[config.mk]
export PLATFORM = sky130hd
export DESIGN_NAME = arb_mux_n
export DESIGN_NICKNAME = d
export VERILOG_FILES = /design/src/rtl/arb_mux_n.sv
export SDC_FILE = /design/constraint.sdc
export NUM_CORES = 1
export LEC_CHECK = 0
export ABC_CLOCK_PERIOD_IN_PS = 3050
export CORE_ASPECT_RATIO = 1.4
export CORE_MARGIN = 5
export CORE_UTILIZATION = 42
export DETAILED_ROUTE_END_ITERATION = 16
export PLACE_DENSITY = 0.85
export SYNTH_ARGS = -nofsm -noshare
export SYNTH_HDL_FRONTEND = slang
export SYNTH_SLANG_ARGS = --single-unit
[constraint.sdc]
create_clock -name clk -period 3.05 [get_ports clk]
set_input_delay 0.4575 -clock clk [delete_from_list [all_inputs] [get_ports clk]]
set_output_delay 0.4575 -clock clk [all_outputs]
set_load 0.05 [all_outputs]
[src/rtl/arb_mux_n.sv]
// arb_mux_n: CH-way operand/result multiplexer for the EXE stage.
// Round-robin or forced channel selection feeds one registered output beat
// behind a valid/ready handshake. in_ready is combinational from the request
// side; in_data only ever reaches the output register, never an output port
// combinationally.
module arb_mux_n #(
  parameter  int ARQ = 16,
  parameter  int CH  = 4,
  localparam int SW  = $clog2(CH)
) (
  input  logic              clk,
  input  logic              rst_n,
  input  logic [CH-1:0]     in_valid,
  input  logic [CH*ARQ-1:0] in_data,
  output logic [CH-1:0]     in_ready,
  input  logic              force_en,
  input  logic [SW-1:0]     force_sel,
  output logic              out_valid,
  output logic [ARQ-1:0]    out_data,
  output logic [SW-1:0]     out_ch,
  input  logic              out_ready
);

  // One extra bit so force_sel can be compared against CH even when CH is a
  // power of two (then every force_sel value is in range).
  localparam int CW = SW + 1;

  if (CH < 2 || CH > 8) begin : g_bad_ch
    $error("arb_mux_n: CH must be in 2..8");
  end
  if (ARQ < 1) begin : g_bad_arq
    $error("arb_mux_n: ARQ must be at least 1");
  end

  // Output register state and its next-state values.
  logic            out_valid_reg, out_valid_next;
  logic [ARQ-1:0]  out_data_reg,  out_data_next;
  logic [SW-1:0]   out_ch_reg,    out_ch_next;
  logic [SW-1:0]   ptr_reg,       ptr_next;

  // Request-side decode.
  logic [ARQ-1:0]  ch_data [CH];
  logic [CH-1:0]   force_hit;
  logic [CH-1:0]   elig;
  logic [CH-1:0]   upper;
  logic            force_in_range;
  logic            load;

  // Grant selection.
  logic            upper_any;
  logic [SW-1:0]   upper_idx;
  logic            elig_any;
  logic [SW-1:0]   elig_idx;
  logic            gnt_valid;
  logic [SW-1:0]   gnt_idx;
  logic            xfer;

  assign force_in_range = ({1'b0, force_sel} < CW'(CH));
  assign load           = !out_valid_reg || out_ready;

  // Per-channel slicing, eligibility, the "at or above ptr" half of the
  // rotating scan, and the one-hot accept.
  for (genvar gi = 0; gi < CH; gi++) begin : g_chan
    assign ch_data[gi]   = in_data[gi*ARQ +: ARQ];
    assign force_hit[gi] = force_in_range && (force_sel == SW'(gi));
    assign elig[gi]      = in_valid[gi] && (force_en ? force_hit[gi] : 1'b1);
    assign upper[gi]     = elig[gi] && (SW'(gi) >= ptr_reg);
    assign in_ready[gi]  = rst_n && load && gnt_valid && (gnt_idx == SW'(gi));
  end

  // Two lowest-index priority encoders: one over channels at or above ptr,
  // one over all eligible channels. The first wins when it finds anything,
  // which reproduces the circular scan ptr, ptr+1, ..., CH-1, 0, ..., ptr-1.
  always_comb begin
    upper_any = 1'b0;
    upper_idx = '0;
    elig_any  = 1'b0;
    elig_idx  = '0;
    for (int i = CH - 1; i >= 0; i--) begin
      if (upper[i]) begin
        upper_any = 1'b1;
        upper_idx = SW'(i);
      end
      if (elig[i]) begin
        elig_any = 1'b1;
        elig_idx = SW'(i);
      end
    end
  end

  // In force mode at most one channel is eligible, so the same encoders
  // yield force_sel directly.
  assign gnt_valid = elig_any;
  assign gnt_idx   = upper_any ? upper_idx : elig_idx;
  assign xfer      = load && gnt_valid;

  // Next-state of the output register and round-robin pointer. A fill
  // replaces the held beat even when it is draining in the same cycle.
  always_comb begin
    out_valid_next = out_valid_reg;
    out_data_next  = out_data_reg;
    out_ch_next    = out_ch_reg;
    ptr_next       = ptr_reg;
    if (xfer) begin
      out_valid_next = 1'b1;
      out_data_next  = ch_data[gnt_idx];
      out_ch_next    = gnt_idx;
      if (!force_en) begin
        ptr_next = (gnt_idx == SW'(CH - 1)) ? '0 : gnt_idx + SW'(1);
      end
    end else if (out_ready) begin
      out_valid_next = 1'b0;
    end
  end

  // State register with synchronous active-low reset; reset drops any held beat.
  always_ff @(posedge clk) begin
    if (!rst_n) begin
      out_valid_reg <= 1'b0;
      out_data_reg  <= '0;
      out_ch_reg    <= '0;
      ptr_reg       <= '0;
    end else begin
      out_valid_reg <= out_valid_next;
      out_data_reg  <= out_data_next;
      out_ch_reg    <= out_ch_next;
      ptr_reg       <= ptr_next;
    end
  end

  assign out_valid = out_valid_reg;
  assign out_data  = out_data_reg;
  assign out_ch    = out_ch_reg;

endmodule

# --- Yosys cells after proc, flatten, opt, wreduce, memory -nomap -nowiden ---
# Cells that the tools add are included.
classes:
  shifts: 0
  n_mul: 0
  n_div: 0
  bitwise: 2
  order_cmp: 5
  reduce_logical: 21
  n_eq_ne: 6
  n_mux: 27
  add_sub_neg: 1
op_table:
  columns: ["cell", "count"]
  rows:
  - ["binary-select mux 16 bit (select 2 bit)", 1]
  - ["2-to-1 mux 16 bit", 2]
  - ["2-to-1 mux 2 bit", 10]
  - ["logical AND 1 bit", 15]
  - ["2-to-1 mux 1 bit", 14]
  - ["equality test 2 bit, second input constant", 4]
  - ["equality test 2 x 1 -> 1 bit, second input constant", 2]
  - [">= comparator 1 x 2 -> 1 bit, first input constant", 2]
  - [">= comparator 2 bit, first input constant", 2]
  - ["logical NOT 2 bit", 2]
  - [">= comparator 3 bit, second input constant", 1]
  - ["NOT 2 -> 3 bit", 1]
  - ["adder 2 x 1 -> 2 bit, second input constant", 1]
  - ["AND reduction 2 bit", 1]
  - ["nonzero test 2 bit", 1]
  - ["logical NOT 1 bit", 1]
  - ["logical OR 1 bit", 1]
  - ["NOT 1 bit", 1]
word_totals:
  latch_bits: 0
  n_memories: 0
  in_bits: 74
  ramBits: 0
  regBits: 21
  wordCells: 66
  output_inout_bits: 23
  mem_bits_ro: 0

# --- Depth between registers and ports, before layout ---
# Gate-level depths: netlist of run 1.
depth:
  ltp_word: 13
  ltp_mapped: 10
  mapped_depth_nobuf: 8

# --- Worst setup path before layout of run 1 ---
# Ideal clock, no wire load.
synth_path:
  kind: "input to output"
  start: "input force_sel[1]"
  end: "output in_ready[0]"
  arrival_time_ps: 2286
  n_path_buf: 3
  cell_stages: 9
  required_ps: 2592
  path_slack_ps: 306
  path_cell_list: "buf_2 o21ai_2 and3_1 clkbuf_1 a211oi_4 inv_4 buf_6 ha_1 and2_1"
synth_via:
  elab_chain_len: 11
  word_cells_on_any_way: 36
  cone_classes: "eq/ne: 3; mux: 21; reduce/logical: 12"
synth_lines:
  columns: ["element", "line_no", "rtl"]
  rows:
  - ["start, declared", "17", "input logic [SW-1:0] force_sel,"]
  - ["equality test 2 bit", "65", "assign force_hit[gi] = force_in_range && (force_sel == SW'(gi));"]
  - ["2-to-1 mux 1 bit", "66", "assign elig[gi] = in_valid[gi] && (force_en ? force_hit[gi] : 1'b1);"]
  - ["logical AND 1 bit", "66", null]
  - ["logical AND 1 bit", "67", "assign upper[gi] = elig[gi] && (SW'(gi) >= ptr_reg);"]
  - ["2-to-1 mux 2 bit or 2-to-1 mux 1 bit (tied branches) (4 in series)", "80", "if (upper[i]) begin"]
  - ["2-to-1 mux 2 bit (*)", "94", "assign gnt_idx = upper_any ? upper_idx : elig_idx;"]
  - ["net gnt_idx[0]", "55", "logic [SW-1:0] gnt_idx;"]
  - ["logical NOT 2 bit (*)", "68", "assign in_ready[gi] = rst_n && load && gnt_valid && (gnt_idx == SW'(gi));"]
  - ["logical AND 1 bit (*)", "68", null]
  - ["end, declared", "15", "output logic [CH-1:0] in_ready,"]
# The timed path passes the listed nets; every way through them passes the cells marked *.

# --- Worst setup path in the final report of run 1 ---
layout_path:
  start: "input in_valid[1]"
  end: "output in_ready[0]"
layout_via:
  elab_chain_len: 7
  word_cells_on_any_way: 14
  cone_classes: "mux: 9; reduce/logical: 5"
layout_lines:
  columns: ["element", "line_no", "rtl"]
  rows:
  - ["start, declared", "13", "input logic [CH-1:0] in_valid,"]
  - ["logical AND 1 bit (*)", "66", null]
  - ["logical AND 1 bit", "67", null]
  - ["2-to-1 mux 2 bit or 2-to-1 mux 1 bit (tied branches) (2 in series)", "80", null]
  - ["2-to-1 mux 2 bit (*)", "94", null]
  - ["net gnt_idx[0]", "55", null]
  - ["logical NOT 2 bit (*)", "68", null]
  - ["logical AND 1 bit (*)", "68", null]
# Marked as above.

==> results of run 1 <==
## worst max-delay path: cells and delay by family
kind / cells / cell delay, ns
buf+inv: 3 / 0.82
fa+ha+maj: 1 / 0.19
compound gates: 3 / 0.89
simple gates: 1 / 0.13
## power breakdown
group	total (W)	internal [W]	switching, W
registers	0.000335	0.000314	0.0000215
clock network	0.000179	0.0000930	0.0000863
logic	0.000651	0.000277	0.000373
## layout by cell type, fill, tap and decap left out, types with 2 or more instances in the layout
master                            synthesis  final
sky130_fd_sc_hd__clkdlybuf4s50_1          0     89
sky130_fd_sc_hd__inv_1                   36     36
sky130_fd_sc_hd__o221ai_1                32     32
sky130_fd_sc_hd__buf_4                    2     24
sky130_fd_sc_hd__dfxtp_1                 21     21
sky130_fd_sc_hd__nand2_1                 19     19
sky130_fd_sc_hd__o211ai_1                17     17
sky130_fd_sc_hd__mux2i_1                 17     17
sky130_fd_sc_hd__nand3_1                 16     16
sky130_fd_sc_hd__a2111oi_0               16     16
sky130_fd_sc_hd__nand4_1                 16     16
sky130_fd_sc_hd__and2_1                   5      5
sky130_fd_sc_hd__a21oi_1                  4      4
sky130_fd_sc_hd__ha_1                     4      4
sky130_fd_sc_hd__o21ai_0                  3      3
sky130_fd_sc_hd__nor2b_1                  3      3
sky130_fd_sc_hd__nor2_1                   3      3
sky130_fd_sc_hd__clkbuf_8                 0      3
sky130_fd_sc_hd__dlymetal6s2s_1           0      3
sky130_fd_sc_hd__a21boi_0                 2      2
sky130_fd_sc_hd__nand2b_1                 2      2
sky130_fd_sc_hd__or2_2                    2      2
## final timing paths
| kind | cells after the start | endpoint | start |
|---|---|---|---|
| setup / recovery | 8 | in_ready[0] | in_valid[1] |
| hold / removal | 2 | out_ch[0] | out_ch[0] |
| setup reg to reg | 8 | ptr_reg[1] | ptr_reg[0] |
| hold reg to reg | 2 | out_ch[0] | out_ch[0] |
## cell type report
cell class	count	share of cell area
clock buffers	4	0.0142
repair buffers	116	0.350
well taps	64	0.0253
multi-input cells	183	0.434
inverters	37	0.0446
flip-flops and latches	21	0.133
## metal layers
layer  vias to the layer above  global-route usage  wire, um  share of wire
met2                        77               0.377      3800           0.55
met1                      1109               0.217      2590           0.37
met4                         0              0.0896       223          0.032
li1                       1227                   -         -              -
met3                        18              0.0419       311          0.045
met5                         -                   0         0              0
## logic make-up after synthesis
| kind of cell | Yosys count | synth area share |
|---|---|---|
| AOI/OAI and AO/OA | 89 | 0.363 |
| and+or+nand+nor | 73 | 0.190 |
| buffers and inverters | 67 | 0.139 |
| DFF | 21 | 0.202 |
| muxes | 17 | 0.0818 |
| adders and majority gates | 4 | 0.0241 |
## stage by stage
step	cell area, sq um	setup WS [ns]	util	hold WS, ns	instances
2_1_floorplan	2080	0.306	-	0.507	271
3_3_place_gp	3120	0.0802	0.644	0.442	421
3_5_place_dp	3120	0.0286	0.644	0.445	421
4_1_cts	3160	0.0257	0.653	0.456	425
5_1_grt	3170	0.0167	0.655	0.496	425
6_report	3170	0.106	0.655	0.453	425
==> impl_metrics.toml, run 1 <==
[run_status]
status = "finished clean"

[synth]
post_synth_main_area_contributors = "sky130_fd_sc_hd__dfxtp_1 (20%), sky130_fd_sc_hd__o221ai_1 (13%), sky130_fd_sc_hd__mux2i_1 (8.2%)"
yosys.area.top_type = "sky130_fd_sc_hd__dfxtp_1"
number_of_flops_mapped_to_enable_cells_by_yosys = 0
synthFlopType = "sky130_fd_sc_hd__dfxtp_1"
synth_largest_type_area_fraction = 0.202
synthArstFlopShare = 0
synth.yosys.warnings = 0
synth_cell_type_count = 45
synthesis.instances = 271
post_synth.cell_area_avg_sq_um = 7.67
mappedNetlistArea_sq_mm = 0.00208
yosys.cell_count.top_type = "sky130_fd_sc_hd__inv_1"
ys_top_cells_by_count = "sky130_fd_sc_hd__inv_1 (36), sky130_fd_sc_hd__o221ai_1 (32), sky130_fd_sc_hd__dfxtp_1 (21)"
synth.net_count = 349
synth-seq-cells = 21
sequential_element_share_of_the_synthesized_area = 0.202

[cts]
post_cts.resized_instances = 0
clock_pin_slew_worst_setup_and_hold_paths_ns = 0.07
cts_buffer_depth = 2
cts_root_buf = "sky130_fd_sc_hd__clkbuf_8"
tritoncts_clock_tree = "built"
clock_latency_ns = 0.26
cts-buffers-inserted = 3
postCtsSetupRepairBufs = 0
ctsHoldBuffers = 0
tritoncts_num_sinks = 21
cts_max_level = 1

[worst_setup_path]
end_kind = "output port"
cp_startpoint_kind = "input port"
critical_path_class = "in2out"
critPathRequiredTime_ns = 2.59
critical_path_arrival_ns = 2.49
timing.critical_path.slowest_stage_cell = "sky130_fd_sc_hd__clkdlybuf4s50_1"
worst_path_largest_cell_delay_ns = 0.58
cell_chain_critical_path = "clkdlybuf4s50_1 -> a21bo_2 -> a221o_2 -> a211oi_4 -> inv_4 -> ha_1 -> and2_1 -> buf_4"
crit_fanout = 7
rrSetupSlack_ns = 1.01

[cells_and_area]
layout.nets = 440
n_fill_cell = 430
seqCellArea_sq_um = 420
num_antenna_cells = 0
proportion_of_layout_cells_with_a_drive_suffix_above_1 = 0.105
layout-area-overhead-vs-synth_pct = 52.5
multi_input_comb_area_sq_mm = 0.00138
largest_register_ff_count = 16

[die]
core_sq_mm = 0.00484
initial_core_util = 0.429
ios = 97
die_w_um = 69.5
die_area_sq_mm = 0.00648
die-height_um = 93.3
num_rows = 30

[power_and_ir_drop]
power_density_mw_per_mm2 = 368
total_power_w = 0.00117
reported_leakage_power_nw = 1.33
vdd_drop_max_mv = 0.337

[drt]
drc_viols = 0
dr_total_vias = 2431
dr.pass1.iters = 4
avgViaCountPerCell = 5.72
routedWlPerCell_um = 16.3
route.final.wire_length_mm = 6.92
route.antenna.remaining_nets = 0
detailedRoute.firstIterationViolations = 143

[timing]
final-setup-viol-count = 0
clock_skews_ns = 0.00237
worst_slew_pin_slew_ns = 0.546
setup_repair_after_global_routing_missed_its_margin = "no"
final_max_slew_viol_count = 0
hold_violations = 0
fmax_mhz = 340
post-route-period-util = 0.965
fin_tns_setup_ns = 0
min_period_ns = 2.94
max-slew-margin-rel = 0.635

[global_route]
track_usage = 0.202
grt_max_degree = 33
grt_first_pass_wirelength_mm = 10.7
grt_antenna_before_repair = 0
via_count_of_the_first_global_routing_pass = 2215
globalRoute.totalOverflow = 0

[place]
finalWeightedCongestion = 0.824
port_buffers = 96
detailedPlacementHpwl_mm = 5.38

[min_path]
holdCritPathClass = "reg2reg"

[run]
cap_violations = 0
Power figures use the tool's default switching activity.
==> run 2: changes to the inputs <==
Settings changed: CORE_UTILIZATION 42 to 43, CTS_BUF_LIST set to sky130_fd_sc_hd__clkbuf_2 sky130_fd_sc_hd__clkbuf_4 sky130_fd_sc_hd__clkbuf_8, PLACE_DENSITY 0.85 to 0.86.
==> impl_metrics.toml, run 2 (same netlist as run 1, synthesis figures left out) <==
[worst_setup_path]
critPathRequiredTime_ns = 2.59
worstPathBufferInverterCount = 3
timing.critical_path.slowest_stage_cell = "sky130_fd_sc_hd__clkdlybuf4s50_1"
cp_startpoint_kind = "input port"
end_kind = "output port"
critical_path_arrival_ns = 2.50
family_with_the_most_delay_on_the_worst_path = "compound AO/OA/AOI/OAI gates"
crit_fanout = 7
worst_path_largest_cell_delay_ns = 0.58
cell_chain_critical_path = "clkdlybuf4s50_1 -> a21bo_2 -> a221o_2 -> a211oi_4 -> inv_4 -> ha_1 -> and2_1 -> buf_4"
critical_path_class = "in2out"

[timing]
final_max_slew_viol_count = 0
max-slew-margin-rel = 0.626
min_period_ns = 2.96
clock_skews_ns = 0.00189
final-setup-viol-count = 0
hold_violations = 0
setup_repair_after_global_routing_missed_its_margin = "no"
post-route-period-util = 0.970
holdWs_ns = 0.464
fmax_mhz = 338
setup_slack_ns = 0.0908
worst_slew_pin_slew_ns = 0.560
fin_tns_setup_ns = 0

[drt]
avgViaCountPerCell = 5.79
detail_route.wirelength.met1_mm = 2.66
route.final.wire_length_mm = 7.08
routedWlPerCell_um = 16.7
dr.pass1.iters = 5
routed-wl-met2_mm = 3.81
drc_viols = 0
detailedRoute.firstIterationViolations = 166
wl_met3_um = 338
dr_total_vias = 2461
route.antenna.remaining_nets = 0
topRoutingLayerUsed = "met4"

[global_route]
grt_antenna_before_repair = 0
track_usage = 0.223
globalRoute.totalOverflow = 0
grt_max_degree = 33
grt_first_pass_wirelength_mm = 10.9
via_count_of_the_first_global_routing_pass = 2282

[cells_and_area]
proportion_of_layout_cells_with_a_drive_suffix_above_1 = 0.108
num_antenna_cells = 0
largest_register_ff_count = 16
layout.nets = 440
multi_input_comb_area_sq_mm = 0.00138
most-common-layout-cells = "sky130_fd_sc_hd__clkdlybuf4s50_1 (89), sky130_fd_sc_hd__inv_1 (36), sky130_fd_sc_hd__o221ai_1 (32)"
seqCellArea_sq_um = 420
layout_commonest_cell = "sky130_fd_sc_hd__clkdlybuf4s50_1"
post_layout_nonfiller_instances = 425
n_fill_cell = 398
layout-area-overhead-vs-synth_pct = 52.5

[power_and_ir_drop]
total_power_w = 0.00117
vdd_drop_max_mv = 0.314
reported_leakage_power_nw = 1.32
power_density_mw_per_mm2 = 370

[cts]
clock_latency_ns = 0.26
tritoncts_clock_tree = "built"
tritoncts_num_sinks = 21
clock_pin_slew_worst_setup_and_hold_paths_ns = 0.07
postCtsSetupRepairBufs = 0
cts_buffer_depth = 2
cts_max_level = 1
cts_root_buf = "sky130_fd_sc_hd__clkbuf_8"
cts-buffers-inserted = 3

[die]
ios = 97
die-height_um = 92.3
num_rows = 30
core_sq_mm = 0.00477
die_w_um = 68.8
die_area_sq_mm = 0.00635
initial_core_util = 0.436

[place]
port_buffers = 96
detailedPlacementHpwl_mm = 5.44
post-place-cells = 421
post-place-ws_ns = 0.000806
finalWeightedCongestion = 0.793

[run]
cap_violations = 0

[run_status]
status = "finished clean"

[min_path]
holdCritPathClass = "reg2reg"
## run 2: changes by cell type in the layout (fill, tap and decap cells not counted), sizes merged
cell,change
dlygate4sd2,+1
dlymetal6s2s,-1
## run 2: metrics by stage
stage,utilization,instance area [sq um]
floorplan,-,2080
global placement,0.654,3120
detailed placement,0.654,3120
CTS,0.664,3170
global route,0.665,3170
finish,0.665,3170
## run 2: worst paths after layout
check / to / from / depth (start not counted) / slack, ns
hold / removal: out_ch[0] / out_ch[0] / 2 / 0.46
setup reg to reg: ptr_reg[1] / ptr_reg[0] / 8 / 1.01
setup / recovery: in_ready[0] / in_valid[1] / 8 / 0.09
hold reg to reg: out_ch[0] / out_ch[0] / 2 / 0.46
## run 2: repair_timing
action / CTS / global route
endpoints found under the hold margin: 0 / 0
gates resized for setup: 1 / 2
setup endpoints to repair: 1 / 4
hold buffers: 0 / 0
gates cloned: 0 / 0
## run 2: worst register-to-register path, stage by stage (launching register included)
cell	delay [ns]
sky130_fd_sc_hd__dfxtp_1	0.35
sky130_fd_sc_hd__nor2b_1	0.25
sky130_fd_sc_hd__a21oi_1	0.08
sky130_fd_sc_hd__o32ai_2	0.22
sky130_fd_sc_hd__or2_2	0.18
sky130_fd_sc_hd__inv_1	0.06
sky130_fd_sc_hd__ha_1	0.27
sky130_fd_sc_hd__or3b_2	0.44
sky130_fd_sc_hd__a21oi_1	0.13
## run 2: power by group
group          switching, W  internal, W
sequential        0.0000212     0.000314
clock             0.0000835     0.000102
combinational      0.000375     0.000277
total              0.000480     0.000692
## run 2: area by class of cell
cell class	count	share of cell area
clock buffers	4	0.0154
inverters	37	0.0446
multi-input cells	183	0.434
flip-flops and latches	21	0.133
well taps	64	0.0253
repair buffers	116	0.348
## run 2: routing by layer
| metal | GRT usage | up-vias |
|---|---|---|
| met5 | 0 | - |
| met4 | 0.0959 | 0 |
| met3 | 0.0404 | 22 |
| met2 | 0.404 | 106 |
| met1 | 0.240 | 1109 |
| li1 | - | 1224 |
